### src/rtl/mul_arb_pkg.sv
// Shared types and constants for the multiplier functional-unit arbiter.
package mul_arb_pkg;

    typedef enum logic [1:0] {
        IDLE = 2'd0,
        BUSY = 2'd1,
        DONE = 2'd2
    } state_t;

    localparam int OPW   = 16;
    localparam int PRODW = 32;

    function automatic int idx_width(input int n);
        return (n > 1) ? $clog2(n) : 1;
    endfunction

endpackage

### src/rtl/mul_fu_arbiter_rr_arbiter.sv
// Combinational round-robin picker: first requester at or after rr_ptr wins.
module rr_arbiter
    import mul_arb_pkg::*;
#(
    parameter int NUM_REQ = 4,
    localparam int IW = idx_width(NUM_REQ)
) (
    input  logic [NUM_REQ-1:0] req,
    input  logic [IW-1:0]      rr_ptr,
    input  logic               enable,
    output logic [NUM_REQ-1:0] grant,
    output logic [IW-1:0]      grant_idx
);

    logic          found_s;
    logic [IW-1:0] pos_s;

    // Scan ports starting at the pointer, wrapping modulo NUM_REQ.
    always_comb begin
        grant     = '0;
        grant_idx = '0;
        found_s   = 1'b0;
        pos_s     = '0;
        for (int k = 0; k < NUM_REQ; k++) begin
            pos_s = IW'((int'(rr_ptr) + k) % NUM_REQ);
            if (enable && !found_s && req[pos_s]) begin
                grant[pos_s] = 1'b1;
                grant_idx    = pos_s;
                found_s      = 1'b1;
            end else begin
                found_s = found_s;
            end
        end
    end

endmodule

### src/rtl/mul_fu_arbiter.sv
// Shares one external 16x16 multiplier between NUM_REQ issue ports and
// returns the product with its tag on a valid/ready writeback handshake.
module mul_fu_arbiter
    import mul_arb_pkg::*;
#(
    parameter int NUM_REQ    = 4,
    parameter int TAG_W      = 4,
    parameter int MUL_CYCLES = 3
) (
    input  logic                       clk,
    input  logic                       rst_n,
    input  logic                       flush,
    input  logic [NUM_REQ-1:0]         req_valid,
    output logic [NUM_REQ-1:0]         req_ready,
    input  logic [NUM_REQ*OPW-1:0]     req_a,
    input  logic [NUM_REQ*OPW-1:0]     req_b,
    input  logic [NUM_REQ*TAG_W-1:0]   req_tag,
    output logic [OPW-1:0]             mul_a,
    output logic [OPW-1:0]             mul_b,
    input  logic [PRODW:0]             mul_p,
    output logic                       res_valid,
    input  logic                       res_ready,
    output logic [PRODW-1:0]           res_data,
    output logic [TAG_W-1:0]           res_tag,
    output logic [$clog2(NUM_REQ)-1:0] res_src,
    output logic                       busy
);

    localparam int IW = $clog2(NUM_REQ);
    localparam int CW = (MUL_CYCLES > 1) ? $clog2(MUL_CYCLES) : 1;

    state_t        state_r;
    logic [CW-1:0] cnt_r;
    logic [IW-1:0] rr_ptr_r;

    logic               win_s;
    logic               accept_s;
    logic [NUM_REQ-1:0] grant_s;
    logic [IW-1:0]      grant_idx_s;
    logic [IW-1:0]      next_ptr_s;
    logic               unused_s;

    // Bit 32 of the product is always zero for unsigned 16x16.
    assign unused_s = mul_p[PRODW];

    // Grants are gated by reset so nothing is offered while held in reset.
    assign win_s = rst_n && !flush &&
                   ((state_r == IDLE) || ((state_r == DONE) && res_ready));

    rr_arbiter #(.NUM_REQ(NUM_REQ)) u_rr (
        .req       (req_valid),
        .rr_ptr    (rr_ptr_r),
        .enable    (win_s),
        .grant     (grant_s),
        .grant_idx (grant_idx_s)
    );

    assign req_ready = grant_s;
    assign accept_s  = |grant_s;

    // Pointer moves to the port after the one just granted.
    always_comb begin
        if (grant_idx_s == IW'(NUM_REQ - 1)) begin
            next_ptr_s = '0;
        end else begin
            next_ptr_s = grant_idx_s + IW'(1);
        end
    end

    // Control FSM; an accept in IDLE or DONE always restarts BUSY.
    always_ff @(posedge clk or negedge rst_n) begin
        if (!rst_n) begin
            state_r   <= IDLE;
            cnt_r     <= '0;
            rr_ptr_r  <= '0;
            mul_a     <= '0;
            mul_b     <= '0;
            res_data  <= '0;
            res_tag   <= '0;
            res_src   <= '0;
            res_valid <= 1'b0;
            busy      <= 1'b0;
        end else if (accept_s) begin
            mul_a     <= req_a[OPW*grant_idx_s +: OPW];
            mul_b     <= req_b[OPW*grant_idx_s +: OPW];
            res_tag   <= req_tag[TAG_W*grant_idx_s +: TAG_W];
            res_src   <= grant_idx_s;
            rr_ptr_r  <= next_ptr_s;
            cnt_r     <= CW'(MUL_CYCLES - 1);
            state_r   <= BUSY;
            res_valid <= 1'b0;
            busy      <= 1'b1;
        end else begin
            case (state_r)
                IDLE: begin
                    state_r   <= IDLE;
                    res_valid <= 1'b0;
                    busy      <= 1'b0;
                end
                BUSY: begin
                    if (flush) begin
                        state_r   <= IDLE;
                        res_valid <= 1'b0;
                        busy      <= 1'b0;
                    end else if (cnt_r == CW'(0)) begin
                        res_data  <= mul_p[PRODW-1:0];
                        state_r   <= DONE;
                        res_valid <= 1'b1;
                        busy      <= 1'b1;
                    end else begin
                        cnt_r     <= cnt_r - CW'(1);
                        state_r   <= BUSY;
                        res_valid <= 1'b0;
                        busy      <= 1'b1;
                    end
                end
                DONE: begin
                    // Flush or a completed handshake without a new accept.
                    if (flush || res_ready) begin
                        state_r   <= IDLE;
                        res_valid <= 1'b0;
                        busy      <= 1'b0;
                    end else begin
                        state_r   <= DONE;
                        res_valid <= 1'b1;
                        busy      <= 1'b1;
                    end
                end
                default: begin
                    state_r   <= IDLE;
                    res_valid <= 1'b0;
                    busy      <= 1'b0;
                end
            endcase
        end
    end

endmodule

### config.mk
export PLATFORM = sky130hd
export DESIGN_NAME = mul_fu_arbiter
export DESIGN_NICKNAME = d
export VERILOG_FILES = /design/src/rtl/mul_arb_pkg.sv /design/src/rtl/mul_fu_arbiter_rr_arbiter.sv /design/src/rtl/mul_fu_arbiter.sv
export SDC_FILE = /design/constraint.sdc
export NUM_CORES = 1
export LEC_CHECK = 0
export CORE_MARGIN = 8
export CORE_UTILIZATION = 41
export CTS_CLUSTER_SIZE = 12
export DETAILED_ROUTE_END_ITERATION = 10
export PLACE_DENSITY_LB_ADDON = 0.08
export SYNTH_ARGS = -nofsm -noshare
export SYNTH_HDL_FRONTEND = slang
export SYNTH_SLANG_ARGS = --single-unit
export TNS_END_PERCENT = 5
### constraint.sdc
create_clock -name clk -period 8 [get_ports clk]
set_clock_uncertainty 0.05 [all_clocks]
set_input_delay 1.6 -clock clk [delete_from_list [all_inputs] [get_ports clk]]
set_output_delay 1.6 -clock clk [all_outputs]
set_load 0.005 [all_outputs]
After elaboration in Yosys (flattened, before gate mapping)
Index checks and enable logic that the tools add are counted.
{"block": "word_totals", "register_bits": 78, "latch_bits": 0, "ramBits": 0, "mem_bits_ro": 0, "inputBits": 185, "out_inout_bits": 76, "word_cells": 107, "n_memories": 0}
{"block": "classes", "addsub": 5, "mul": 0, "div_mod_pow": 0, "magnitude_cmp": 8, "n_eq_ne": 5, "shift": 3, "n_mux": 45, "bitwise": 5, "n_reduce_logical": 26}
{"op": "$shiftx A64 B7 Y16", "n": 2}
{"op": "$mux W2", "n": 13}
{"op": "$mux W1", "n": 17}
{"op": "$mux W4", "n": 4}
{"op": "$shiftx A16 B5 Y4", "n": 1}
{"op": "$logic_and A1 B1 Y1", "n": 14}
{"op": "$lt A2 B3 Y1 const B", "n": 4}
{"op": "$or A4 B4 Y4", "n": 3}
{"op": "$bmux W1 S2", "n": 4}
{"op": "$demux W1 S2", "n": 4}
{"op": "$ge A2 B1 Y1 const B", "n": 4}
{"op": "$add A2 B1 Y2 const B", "n": 2}
{"op": "$add A2 B2 Y2 const B", "n": 2}
{"op": "$eq A2 B2 Y1 const B", "n": 2}
{"op": "$logic_not A1 Y1", "n": 4}
{"op": "$logic_not A2 Y1", "n": 2}
{"op": "$pmux W1 S2", "n": 2}
{"op": "$pmux W2 S2", "n": 1}
{"op": "$reduce_and A4 Y1", "n": 1}
{"op": "$reduce_or A4 Y1", "n": 1}
{"op": "$reduce_and A3 Y1", "n": 1}
{"op": "$eq A2 B1 Y1 const B", "n": 1}
{"op": "$logic_or A1 B1 Y1", "n": 2}
{"op": "$ne A2 B1 Y1 const B", "n": 1}
{"op": "other kinds (4)", "n": 5}

Longest topological paths before layout
{"block": "depth", "depth_word": 21, "depth_mapped": 13, "ltp_nobuf": 11}

Modules after synthesis
From an unflattened synthesis, not the netlist that was laid out.
{"block": "unflattened", "cells_unflattened": 387, "area_unflattened_um2": 4465.5}
{"mod": "mul_fu_arbiter", "n_inst": 1, "cells_each": 313, "area_each_um2": 3865.0, "seq_area_each_um2": 1926.8}
{"mod": "rr_arbiter", "n_inst": 1, "cells_each": 74, "area_each_um2": 600.6, "seq_area_each_um2": 0.0}

Least setup slack after synthesis
Ideal clock, no wire load.
{"block": "synth_path", "path_kind": "input-to-output", "from": "in req_valid[2]", "to": "out req_ready[3]", "arrival_time_ns": 2.928, "required_ns": 6.350, "slack_ns": 3.422, "cell_stages": 5, "path_buffers": 0, "cell_sequence": "mux4_2 > nor4b_1 > and2_1 > a222oi_1 > inv_1"}
{"block": "synth_via", "elab_chain_len": 16, "word_cells_on_any_way": 28, "cone_classes": "mux (15); bitwise (3); reduce/logical (10)"}
{"element": "start: declaration", "line": "mul_fu_arbiter.sv:13", "source": "input logic [NUM_REQ-1:0] req_valid,"}
{"element": "$bmux W1 S2", "line": "mul_fu_arbiter_rr_arbiter.sv:26", "source": "if (enable && !found_s && req[pos_s]) begin"}
{"element": "$mux W1 (not written as such)", "line": "mul_fu_arbiter_rr_arbiter.sv:26"}
{"element": "$logic_and A1 B1 Y1", "line": "mul_fu_arbiter_rr_arbiter.sv:26"}
{"element": "$mux W1", "line": "mul_fu_arbiter_rr_arbiter.sv:26"}
{"element": "$logic_not A1 Y1", "line": "mul_fu_arbiter_rr_arbiter.sv:26"}
{"element": "$logic_and A1 B1 Y1 (2 in a row)", "line": "mul_fu_arbiter_rr_arbiter.sv:26"}
{"element": "$mux W1", "line": "mul_fu_arbiter_rr_arbiter.sv:26"}
{"element": "$logic_not A1 Y1", "line": "mul_fu_arbiter_rr_arbiter.sv:26"}
{"element": "$logic_and A1 B1 Y1 (2 in a row)", "line": "mul_fu_arbiter_rr_arbiter.sv:26"}
{"element": "$mux W1", "line": "mul_fu_arbiter_rr_arbiter.sv:26"}
{"element": "$logic_not A1 Y1", "line": "mul_fu_arbiter_rr_arbiter.sv:26"}
{"element": "$logic_and A1 B1 Y1 (2 in a row)", "line": "mul_fu_arbiter_rr_arbiter.sv:26"}
{"element": "$mux W4 *", "line": "mul_fu_arbiter_rr_arbiter.sv:26"}
{"element": "end: declaration", "line": "mul_fu_arbiter.sv:14", "source": "output logic [NUM_REQ-1:0] req_ready,"}
Mark *: on every way between the ends. The rest lies on a longest branch, timed or not. The select of a mux whose other input is x is not followed.

Worst setup path in the final report
{"block": "layout_path", "from": "in req_valid[2]", "to": "out req_ready[2]"}
The elaborated chain is that of the path after synthesis.

==> results by group <==
Critical path
  • Worst r2r src: rr_ptr_r[0]$_DFFE_PN0P_
  • Worst path cell trace: clkdlybuf4s50_1 -> mux4_2 -> nor4b_1 -> and2_1 -> a221o_1 -> clkdlybuf4s50_1
  • Crit start category: input port
  • Critical path class: input port to primary output
  • Reg2reg path depth: 11
  • CP Data Required Time: 6.35 ns
  • CP bufs+invs: 2
  • Crit. End Element: primary output
  • Kind of cell adding the most delay to the critical path: buffers and inverters
  • Critical Path Fanout Max: 8
  • Crit path top cell by count: clkdlybuf4s50_1
  • Critical path data arrival time: 4.27 ns
  • Peak per-stage delay on the critical path: 0.62 ns
  • WP depth: 6
  • FF-to-FF End: res_data[6]$_DFFE_PN0P_
  • R2r setup slk: 3.63 ns
  • Critical-path top delay cell: nor4b_1

STA
  • Period utilisation layout: 74.1%
  • Tmin final: 5.92 ns
  • Max-slew violations: 0
  • RSZ-0062 raised after global routing: false
  • Fmax: 169 MHz
  • Final setup margin: 2.08 ns
  • Setup violators final: 0
  • Rel. slew slack: 25.8%
  • Final Hold Vio Count: 0
  • Setup TNS: 0 ns
  • Worst slew pin tran: 1.11 ns

Yosys
  • Seq/Total Area, Yosys: 42.1%
  • Cell variety after synth: 36
  • Ys flop type: dfrtp_1
  • Cell count after synthesis: 362
  • Synth warn: 0
  • EDFF count, synth: 0
  • Post-Syn Area: 4580 µm²
  • Ys async rst share: 100%
  • Syn_area_per_cell: 12.6 µm²
  • Mapped Nets: 558
  • Synthesis-stage register bit count: 77

Floorplan
  • Rows: 38
  • Die ar.: 14800 µm²
  • Chip Width: 122 µm
  • Ports: 261
  • Initial Util: 42.0%
  • Die height: 122 µm
  • Area of the core: 10900 µm²

Pwr
  • Power, Total: 2.20 mW
  • P_sw: 683 µW
  • Pwr per Cell Area: 293 nW/µm²
  • Part of the power in registers: 30.7%
  • Combinational power share: 52.1%
  • P_int: 1.52 mW
  • Static Leak: 2.98 nW
  • Net Sw Frac: 31.0%
  • Worst vdd ir: 0.000277 V
  • Clk pwr share: 17.2%

Global route
  • Vias in the first global route: 4183
  • First-pass GRT wire length: 22300 µm
  • Antenna violations before repair: 0
  • Gr usage total: 19.4%
  • Total grt overflow: 0
  • Largest net degree at the start of global routing: 81

Hold path
  • HP Class: flip-flop to flip-flop
  • Hold Crit Endpoint: res_data[16]$_DFFE_PN0P_
  • Hold Startpoint: res_data[16]$_DFFE_PN0P_
  • Hold Path Stages: 1

Layout
  • Ant. Diodes: 0
  • Share of cells above drive strength 1: 10.2%
  • Nets: 811
  • Synth-to-Final Area Change: 64.2%
  • Util after Layout: 69.0%
  • Most frequent cells in the layout: clkdlybuf4s50_1, mux2i_1, dfrtp_1, mux2_2, mux2_1
  • Most common cell after layout, fill and taps aside: clkdlybuf4s50_1

Drt
  • Via count: 3842
  • DR iter-0 viols: 236
  • Remaining DRCs: 0
  • Antenna Nets Post-Route: 0
  • Routed len/inst: 19.2 µm
  • Pre-antenna DRT Iters: 4
  • DRT Wirelength: 14600 µm
  • Via/cell ratio: 5.06

Clock network
  • Maximum root-to-sink buffer count: 2
  • CTS Hold Bufs: 0
  • CTS tree: built
  • Clk slew on worst S/H paths: 0.07 ns
  • Worst skew pair latency: 0.33 ns
  • Post-CTS Resized: 0
  • Setup Fix Bufs, Post-CTS: 0
  • H-tree depth: 3
  • CTS buffer count: 9
  • CTS root buf: clkbuf_8
  • Clock sinks: 77

Place
  • PortBufs: 259
  • Final GP Congestion: 0.839
  • Pre-CTS setup slack: 2.13 ns
  • HPWL after detailed placement: 11500 µm

Status
  • Status: completed

Job
  • Max Cap Viol: 0
## final cells by class
class / instances / area (µm²)
flip-flops and latches: 77 / 1930
well taps: 140 / 175
clock buffers: 9 / 124
fillers: 842 / 3370
inverters: 11 / 41.3
multi-input cells: 253 / 2490
clock inverters: 6 / 136
repair buffers: 263 / 2620
## through the flow
| step | instances | area [µm²] | hold slack [ns] |
|---|---|---|---|
| floorplan | 362 | 4580 | 0.433 |
| global placement | 744 | 7250 | 0.416 |
| detailed placement | 744 | 7250 | 0.424 |
| CTS | 759 | 7510 | 0.441 |
| global route | 759 | 7510 | 0.458 |
| finish | 759 | 7510 | 0.436 |
## cells by family after synthesis
| group | count (synthesis) | share of synthesized area (%) |
|---|---|---|
| xor gates and xnor gates | 1 | 0.191 |
| DFF | 77 | 42.1 |
| and+or+nand+nor | 35 | 4.46 |
| adders and majority gates | 11 | 3.01 |
| muxes | 185 | 43.5 |
| AOI/OAI and AO/OA | 21 | 3.14 |
| buffers and inverters | 32 | 3.61 |
## worst max-delay path by stage
| stage | startpoint | endpoint |
|---|---|---|
| floorplan | req_valid[2] | req_ready[3] |
| global placement | req_valid[2] | req_ready[2] |
| detailed placement | req_valid[2] | req_ready[2] |
| CTS | req_valid[2] | req_ready[2] |
| global route | req_valid[2] | req_ready[3] |
| finish | req_valid[2] | req_ready[2] |
## registers in the layout (all words and copies together) (netlist names)
name / flops
state_r: 1
busy: 1
rr_ptr_r: 2
mul_a: 16
cnt_r: 2
res_tag: 4
mul_b: 16
res_valid: 1
res_src: 2
res_data: 32
## metal layers
metal	vias up	GRT usage (%)	share of wire, %
met2	157	36.9	56
met1	1843	19.7	35
met3	8	6.76	7.6
met5	-	0	0
met4	0	4.78	1.2
li1	1834	-	-
## synth_stat cells (all sizes together) (2+ instances only)
cell type	number	area [µm²]
nor3b	4	30.0
and2	4	25.0
a222oi	2	20.0
nor2b	6	37.5
mux4	4	90.1
buf	19	116
clkbuf	2	7.51
a22o	2	17.5
mux2i	111	1110
nand3b	2	15.0
dfrtp	77	1930
nand2	6	22.5
o21ai	5	25.0
inv	11	41.3
a21oi	5	25.0
mux2	70	788
nand2b	2	12.5
ha	11	138
nor2	7	28.8
## power by group through the flow
stage / Sequential (mW) / Clock [mW] / Combinational [mW]
2_1_floorplan: 0.681 / 0 / 0.569
3_3_place_gp: 0.674 / 0 / 1.14
3_5_place_dp: 0.681 / 0 / 1.16
4_1_cts: 0.678 / 0.391 / 1.17
5_1_grt: 0.703 / 0.408 / 1.24
6_report: 0.675 / 0.379 / 1.15
(Power assumes the default switching activity.)
